[config.mk]
export PLATFORM = sky130hd
export DESIGN_NAME = grid_frame_renderer
export DESIGN_NICKNAME = d
export VERILOG_FILES = /design/src/rtl/grid_render_pkg.sv /design/src/rtl/cell_pixel_counter.sv /design/src/rtl/grid_frame_renderer.sv
export SDC_FILE = /design/constraint.sdc
export NUM_CORES = 1
export LEC_CHECK = 0
export CAP_MARGIN = 20
export CORE_UTILIZATION = 54
export DETAILED_ROUTE_END_ITERATION = 10
export PLACE_DENSITY = 0.8
export SLEW_MARGIN = 20
export SYNTH_ARGS = -nofsm -noshare
export SYNTH_HDL_FRONTEND = slang
export SYNTH_SLANG_ARGS = --single-unit
[constraint.sdc]
create_clock -name clk -period 3.8 [get_ports clk]
set_input_delay 0.76 -clock clk [delete_from_list [all_inputs] [get_ports clk]]
set_output_delay 0.76 -clock clk [all_outputs]
set_load 0.02 [all_outputs]
[src/rtl/grid_render_pkg.sv]
`default_nettype none
// ============================================================================
// Module      : grid_render_pkg
// Description : Shared types and constants for the grid frame renderer.
//               Holds the frame FSM state encoding, the VGA screen limits,
//               the pixel coordinate widths and the default cell colours.
// Revision    : 1.0 - initial release
// ============================================================================
package grid_render_pkg;

  // Frame sequencing states
  typedef enum logic [1:0] {
    ST_IDLE   = 2'd0,
    ST_DRAW   = 2'd1,
    ST_FINISH = 2'd2
  } state_e;

  // Visible area of the VGA adapter
  localparam int SCREEN_W = 160;
  localparam int SCREEN_H = 120;

  // Pixel coordinate widths on the adapter plot interface
  localparam int X_W = 8;
  localparam int Y_W = 7;

  // Default colours
  localparam logic [2:0] ALIVE_COLOUR_DEF = 3'b100;
  localparam logic [2:0] DEAD_COLOUR_DEF  = 3'b111;

  // Width of a counter covering 0..n-1; never narrower than one bit
  function automatic int cnt_width(input int n);
    return (n > 1) ? $clog2(n) : 1;
  endfunction

endpackage : grid_render_pkg
`default_nettype wire

[src/rtl/cell_pixel_counter.sv]
`default_nettype none
// ============================================================================
// Module      : cell_pixel_counter
// Description : Walks a GRID_W x GRID_H cell grid in row-major order (cx
//               fastest) and, inside each cell, the 2^CELL_LOG2 square of
//               pixel offsets in row-major order (ox fastest).
//   clk, reset     : clock and synchronous active-high reset
//   clear_i        : return all counters to zero
//   inc_i          : advance one step
//   skip_cell_i    : with inc_i, jump straight to the next cell
//   cx_o/cy_o      : current cell column / row
//   ox_o/oy_o      : current pixel offset inside the cell
//   last_pixel_o   : offset is at the final pixel of the cell
//   last_cell_o    : cell is the final cell of the grid
// Revision    : 1.0 - initial release
// ============================================================================
module cell_pixel_counter
  import grid_render_pkg::*;
#(
  parameter int GRID_W    = 8,
  parameter int GRID_H    = 8,
  parameter int CELL_LOG2 = 2,
  localparam int CX_W     = cnt_width(GRID_W),
  localparam int CY_W     = cnt_width(GRID_H),
  localparam int OW       = cnt_width(1 << CELL_LOG2)
) (
  input  logic            clk,
  input  logic            reset,
  input  logic            clear_i,
  input  logic            inc_i,
  input  logic            skip_cell_i,
  output logic [CX_W-1:0] cx_o,
  output logic [CY_W-1:0] cy_o,
  output logic [OW-1:0]   ox_o,
  output logic [OW-1:0]   oy_o,
  output logic            last_pixel_o,
  output logic            last_cell_o
);

  localparam logic [CX_W-1:0] C_CX_MAX = CX_W'(GRID_W - 1);
  localparam logic [CY_W-1:0] C_CY_MAX = CY_W'(GRID_H - 1);
  localparam logic [OW-1:0]   C_O_MAX  = OW'((1 << CELL_LOG2) - 1);

  logic [CX_W-1:0] cx_q, cx_d;
  logic [CY_W-1:0] cy_q, cy_d;
  logic [OW-1:0]   ox_q, ox_d;
  logic [OW-1:0]   oy_q, oy_d;

  logic w_last_pixel;
  logic w_last_cell;

  assign w_last_pixel = (ox_q == C_O_MAX) && (oy_q == C_O_MAX);
  assign w_last_cell  = (cx_q == C_CX_MAX) && (cy_q == C_CY_MAX);

  always_comb begin
    cx_d = cx_q;
    cy_d = cy_q;
    ox_d = ox_q;
    oy_d = oy_q;
    if (clear_i) begin
      cx_d = '0;
      cy_d = '0;
      ox_d = '0;
      oy_d = '0;
    end else if (inc_i) begin
      if (skip_cell_i || w_last_pixel) begin
        // Cell finished (or skipped): restart offsets, step to next cell
        ox_d = '0;
        oy_d = '0;
        if (cx_q == C_CX_MAX) begin
          cx_d = '0;
          cy_d = (cy_q == C_CY_MAX) ? '0 : cy_q + CY_W'(1);
        end else begin
          cx_d = cx_q + CX_W'(1);
        end
      end else if (ox_q == C_O_MAX) begin
        ox_d = '0;
        oy_d = oy_q + OW'(1);
      end else begin
        ox_d = ox_q + OW'(1);
      end
    end
  end

  always_ff @(posedge clk) begin
    if (reset) begin
      cx_q <= '0;
      cy_q <= '0;
      ox_q <= '0;
      oy_q <= '0;
    end else begin
      cx_q <= cx_d;
      cy_q <= cy_d;
      ox_q <= ox_d;
      oy_q <= oy_d;
    end
  end

  assign cx_o         = cx_q;
  assign cy_o         = cy_q;
  assign ox_o         = ox_q;
  assign oy_o         = oy_q;
  assign last_pixel_o = w_last_pixel;
  assign last_cell_o  = w_last_cell;

endmodule : cell_pixel_counter
`default_nettype wire

[src/rtl/grid_frame_renderer.sv]
`default_nettype none
// ============================================================================
// Module      : grid_frame_renderer
// Description : Renders a GRID_W x GRID_H one-bit cell grid as square blocks
//               of 2^CELL_LOG2 pixels onto the VGA adapter plot interface,
//               one pixel per clock. A frame is requested with start; the
//               cell vector is snapshotted at that moment. In difference
//               mode only cells changed since the last completed frame are
//               redrawn; unchanged cells cost a single idle cycle.
//   clk, reset  : clock and synchronous active-high reset
//   start       : frame request, honoured only while idle
//   force_full  : sampled with start, forces a full redraw
//   cells       : cell states, bit index cy*GRID_W + cx
//   busy        : frame in progress
//   done        : one-cycle pulse at frame end
//   plot        : pixel write strobe
//   x, y        : pixel coordinates
//   colour      : pixel colour
// Revision    : 1.0 - initial release
// ============================================================================
module grid_frame_renderer
  import grid_render_pkg::*;
#(
  parameter int         GRID_W       = 8,
  parameter int         GRID_H       = 8,
  parameter int         CELL_LOG2    = 2,
  parameter int         X_OFF        = 0,
  parameter int         Y_OFF        = 0,
  parameter logic [2:0] ALIVE_COLOUR = ALIVE_COLOUR_DEF,
  parameter logic [2:0] DEAD_COLOUR  = DEAD_COLOUR_DEF,
  parameter int         DIFF_MODE    = 1
) (
  input  logic                     clk,
  input  logic                     reset,
  input  logic                     start,
  input  logic                     force_full,
  input  logic [GRID_W*GRID_H-1:0] cells,
  output logic                     busy,
  output logic                     done,
  output logic                     plot,
  output logic [X_W-1:0]           x,
  output logic [Y_W-1:0]           y,
  output logic [2:0]               colour
);

  localparam int N_CELLS = GRID_W * GRID_H;
  localparam int CX_W    = cnt_width(GRID_W);
  localparam int CY_W    = cnt_width(GRID_H);
  localparam int OW      = cnt_width(1 << CELL_LOG2);
  localparam int IDX_W   = cnt_width(N_CELLS);

  // Refuse to build a grid that would run off the visible screen
  if ((X_OFF + GRID_W * (1 << CELL_LOG2) > SCREEN_W) ||
      (Y_OFF + GRID_H * (1 << CELL_LOG2) > SCREEN_H)) begin : g_geometry_check
    $error("grid_frame_renderer: grid does not fit on the 160x120 screen");
  end

  state_e state_q, state_d;

  logic               busy_q, busy_d;
  logic               done_q, done_d;
  logic               plot_q, plot_d;
  logic [X_W-1:0]     x_q, x_d;
  logic [Y_W-1:0]     y_q, y_d;
  logic [2:0]         colour_q, colour_d;
  logic [N_CELLS-1:0] shadow_q, shadow_d;
  logic [N_CELLS-1:0] prev_q, prev_d;
  logic               prev_valid_q, prev_valid_d;
  logic               full_q, full_d;

  logic            w_cnt_clear;
  logic            w_cnt_inc;
  logic            w_cnt_skip;
  logic [CX_W-1:0] w_cx;
  logic [CY_W-1:0] w_cy;
  logic [OW-1:0]   w_ox;
  logic [OW-1:0]   w_oy;
  logic            w_last_pixel;
  logic            w_last_cell;
  logic [IDX_W-1:0] w_idx;
  logic            w_need;

  cell_pixel_counter #(
    .GRID_W    (GRID_W),
    .GRID_H    (GRID_H),
    .CELL_LOG2 (CELL_LOG2)
  ) u_counter (
    .clk          (clk),
    .reset        (reset),
    .clear_i      (w_cnt_clear),
    .inc_i        (w_cnt_inc),
    .skip_cell_i  (w_cnt_skip),
    .cx_o         (w_cx),
    .cy_o         (w_cy),
    .ox_o         (w_ox),
    .oy_o         (w_oy),
    .last_pixel_o (w_last_pixel),
    .last_cell_o  (w_last_cell)
  );

  assign w_idx  = IDX_W'(w_cy) * IDX_W'(GRID_W) + IDX_W'(w_cx);
  // A cell is drawn on a full frame or when it differs from the last frame
  assign w_need = full_q | (shadow_q[w_idx] ^ prev_q[w_idx]);

  always_comb begin
    state_d      = state_q;
    busy_d       = busy_q;
    done_d       = 1'b0;
    plot_d       = 1'b0;
    x_d          = x_q;
    y_d          = y_q;
    colour_d     = colour_q;
    shadow_d     = shadow_q;
    prev_d       = prev_q;
    prev_valid_d = prev_valid_q;
    full_d       = full_q;
    w_cnt_clear  = 1'b0;
    w_cnt_inc    = 1'b0;
    w_cnt_skip   = 1'b0;

    case (state_q)
      ST_IDLE: begin
        if (start) begin
          shadow_d    = cells;
          full_d      = force_full | ~prev_valid_q | (DIFF_MODE == 0);
          w_cnt_clear = 1'b1;
          busy_d      = 1'b1;
          state_d     = ST_DRAW;
        end
      end

      ST_DRAW: begin
        w_cnt_inc = 1'b1;
        if (w_need) begin
          plot_d   = 1'b1;
          x_d      = X_W'(X_OFF) + (X_W'(w_cx) << CELL_LOG2) + X_W'(w_ox);
          y_d      = Y_W'(Y_OFF) + (Y_W'(w_cy) << CELL_LOG2) + Y_W'(w_oy);
          colour_d = shadow_q[w_idx] ? ALIVE_COLOUR : DEAD_COLOUR;
          if (w_last_pixel && w_last_cell) begin
            state_d = ST_FINISH;
          end
        end else begin
          // Unchanged cell: one silent cycle, pixel outputs hold
          w_cnt_skip = 1'b1;
          if (w_last_cell) begin
            state_d = ST_FINISH;
          end
        end
      end

      ST_FINISH: begin
        done_d       = 1'b1;
        busy_d       = 1'b0;
        prev_d       = shadow_q;
        prev_valid_d = 1'b1;
        state_d      = ST_IDLE;
      end

      default: begin
        state_d = ST_IDLE;
      end
    endcase
  end

  always_ff @(posedge clk) begin
    if (reset) begin
      state_q      <= ST_IDLE;
      busy_q       <= 1'b0;
      done_q       <= 1'b0;
      plot_q       <= 1'b0;
      x_q          <= '0;
      y_q          <= '0;
      colour_q     <= '0;
      shadow_q     <= '0;
      prev_q       <= '0;
      prev_valid_q <= 1'b0;
      full_q       <= 1'b0;
    end else begin
      state_q      <= state_d;
      busy_q       <= busy_d;
      done_q       <= done_d;
      plot_q       <= plot_d;
      x_q          <= x_d;
      y_q          <= y_d;
      colour_q     <= colour_d;
      shadow_q     <= shadow_d;
      prev_q       <= prev_d;
      prev_valid_q <= prev_valid_d;
      full_q       <= full_d;
    end
  end

  assign busy   = busy_q;
  assign done   = done_q;
  assign plot   = plot_q;
  assign x      = x_q;
  assign y      = y_q;
  assign colour = colour_q;

endmodule : grid_frame_renderer
`default_nettype wire
==> impl_metrics.json <==
{
  "outcome": "finished, final reports clean",
  "use_met2_pct": 40.2,
  "antenna_found_initial": 0,
  "clock_latency_ns": 0.54,
  "cts_resized": 0,
  "h-tree-depth": 4,
  "drive_above_1_share_pct": 15.4,
  "pin_count": 89,
  "slowest_delay_ns": 0.56,
  "dieArea_mm2": 0.0117,
  "cp_top_family": "multiplexers",
  "grt_most_used_layer": "met2",
  "vias": 4303,
  "met3_usage_pct": 6.45,
  "syn_area_mm2": 0.00607,
  "syn_area_per_cell_um2": 12.8,
  "worst_ir_drop_vdd_uv": 314,
  "critPathMostFrequentCell": "mux4_2",
  "cts_buffers": 17,
  "worst-path-stages": 8,
  "nets": 613,
  "ys_warn_count": 0,
  "first_pass_iters": 4,
  "chipHeight_um": 108,
  "p_leak_nw": 2.86,
  "grt_max_degree": 67,
  "grt_pass1_wl_um": 22500,
  "reg2reg_depth": 8,
  "io_buffer_count": 83,
  "via_per_inst": 6.23,
  "setup.worst_path.class": "register to register",
  "gp_congestion": 0.822,
  "coreArea_mm2": 0.0109,
  "period_needed_ns": 3.35,
  "syn_to_final_growth_pct": 25.8,
  "reg2reg_slack_ns": 0.45,
  "hold_slack_ns": 0.458,
  "hold_viol_final": 0,
  "setup_viol": 0,
  "path_cells": "buf_12 > mux4_2 > mux4_2 > mux2i_1 > xnor2_1 > a221oi_2 > o21ai_0 > a21oi_1",
  "max_freq_ghz": 0.298,
  "post_cts_buffers": 0,
  "cts_root_buf": "clkbuf_8",
  "cp_slowest_cell": "dfxtp_2",
  "rows": 38,
  "critical_path_buf_inv_count": 1,
  "die_w_um": 108,
  "crit_fanout": 27,
  "critPathLaunchType": "register",
  "tightest_slew_ns": 0.678,
  "slew_violations": 0,
  "ys_types": 35,
  "clock_skew_ns": 0.00888,
  "reg2reg_to": "u_counter.cy_o[1]",
  "relSlewSlack_pct": 54.8,
  "endpoint": "u_counter.cy_o[1]",
  "drt_iter0_drc": 264,
  "grt.total_usage_pct": 25.5,
  "crit_arrival_ns": 3.81,
  "period_share_pct": 88.2,
  "antenna_left": 0,
  "utilization_pct": 70.1,
  "drt_wl_total_um": 13700,
  "grt_pass1_vias": 4283,
  "path_clk_slew_ns": 0.06,
  "grtUsageMet1_pct": 34.0,
  "hold_path.class": "register to register",
  "clk_path_buf_depth": 2,
  "remaining_drc_errors": 0,
  "worstPathRequired_ns": 4.26,
  "hpwl_um": 8990,
  "finalSetupTns_ns": 0,
  "pwr_density_cell_mw_per_mm2": 509,
  "n_antenna_cell": 0,
  "wire_per_inst_um": 19.8,
  "synth_seq_cells": 157,
  "drv_cap": 0,
  "hold_buffers": 0,
  "cp-end-kind": "register",
  "cts_sinks": 157,
  "cts_tree": "done",
  "ys_seq_area_share_pct": 51.8,
  "crit_start": "u_counter.cx_o[0]",
  "start_util_pct": 55.8,
  "syn_inst": 473,
  "worstReg2RegStart": "u_counter.cx_o[0]",
  "grt_overflow": 0,
  "rsz0062_at_grt": "false"
}
==> Yosys cell counts <==
cell type	number	area share, %
a22oi_1	2	0.25
mux4_2	40	15
a221oi_2	1	0.25
buf_2	1	0.082
a221o_1	1	0.16
nor2_1	21	1.3
a31o_2	1	0.14
mux2i_1	15	2.5
buf_1	7	0.43
a21oi_1	10	0.82
clkbuf_1	31	1.9
nor3_1	3	0.25
a221oi_4	1	0.43
a21o_1	1	0.12
or4_1	2	0.25
nand4b_1	1	0.14
nand2b_1	2	0.21
a21boi_0	1	0.12
o21ai_0	7	0.58
xnor2_1	2	0.29
and3_1	1	0.10
nand3_1	5	0.41
and2_1	3	0.31
nand2_1	4	0.25
a211oi_2	1	0.21
buf_6	4	0.74
inv_1	3	0.19
nor3b_1	1	0.12
dfxtp_1	157	52
nor2b_1	1	0.10
conb_1	1	0.062
ha_1	6	1.2
buf_4	6	0.74
o21ai_1	1	0.082
a22o_1	129	19
==> layout make-up <==
cell class,instances,area (um2)
tap,140,175
sequential,157,3140
multi-input combinational,268,2720
fill,761,3250
clock buffer,25,484
timing repair buffer,92,948
inverter,3,11.3
clock inverter,6,155
==> worst min path at each step <==
stage,from,endpoint,slack [ns],cells after the start
global route,prev_valid_q,prev_valid_q,0.48,1
floorplan,prev_valid_q,prev_valid_q,0.43,1
CTS,prev_valid_q,prev_valid_q,0.46,1
finish,prev_valid_q,prev_valid_q,0.46,1
detailed placement,prev_valid_q,prev_valid_q,0.45,1
global placement,prev_valid_q,prev_valid_q,0.44,1
==> metal layers <==
metal / vias up / part of all wire, %
li1: 1980 / -
met1: 2170 / 44
met2: 137 / 49
met3: 16 / 5.9
met4: 0 / 1.1
met5: - / 0
==> flip-flops by register name, indices dropped and copies added, names as in the netlist <==
register and flops:
busy 1, colour 2, done 1, full_q 1, plot 1, prev_q 64
prev_valid_q 1, shadow_q 64, state_q 2, u_counter.cx_o 3, u_counter.cy_o 3, u_counter.ox_o 2
u_counter.oy_o 2, x 5, y 5
==> layout by cell type, fill, tap and decap left out, types with 3 or more instances in the layout <==
cell type	n
mux2i_1	15
clkdlybuf4s50_1	83
nor2_1	20
dfxtp_1	156
o21ai_0	7
a21oi_1	9
a22o_1	129
clkbuf_16	16
nand2_1	4
nand3_1	5
clkbuf_8	5
ha_1	6
and2_1	3
mux4_2	40
clkbuf_1	4
buf_4	5
buf_12	4
bufinv_16	5
conb_1	5
inv_1	3
==> logic make-up after synthesis <==
| group | count (synthesis) | share of synthesized area [%] |
|---|---|---|
| AOI/OAI and AO/OA | 156 | 21.8 |
| muxes | 55 | 17.3 |
| xor gates and xnor gates | 2 | 0.289 |
| other | 1 | 0.0618 |
| and+or+nand+nor | 44 | 3.44 |
| buffers and inverters | 52 | 4.10 |
| DFF | 157 | 51.8 |
| adders and majority gates | 6 | 1.24 |
==> power by group <==
| part | total, mW | switching (mW) | internal [mW] | leakage (nW) |
|---|---|---|---|---|
| clock network | 1.82 | 0.621 | 1.20 | 0.312 |
| registers | 1.76 | 0.0595 | 1.70 | 1.28 |
| logic | 0.303 | 0.135 | 0.168 | 1.27 |
| total | 3.89 | 0.816 | 3.07 | 2.86 |
==> worst reg2reg max path, stage by stage, from the launching register on <==
cell	delay, ns
dfxtp_2	0.56
buf_12	0.28
mux4_2	0.53
mux4_2	0.48
mux2i_1	0.24
xnor2_1	0.22
a221oi_2	0.54
o21ai_0	0.22
a21oi_1	0.20
==> metrics by stage <==
step | cells | cell area (um2) | setup WS [ns] | total power [mW]
detailed placement | 660 | 7000 | 0.476 | 2.10
global placement | 660 | 7000 | 0.546 | 2.08
finish | 691 | 7640 | 0.449 | 3.89
global route | 691 | 7640 | 0.190 | 4.00
CTS | 691 | 7640 | 0.426 | 3.90
floorplan | 477 | 6090 | 0.704 | 1.96
Power figures use the tool's default switching activity.
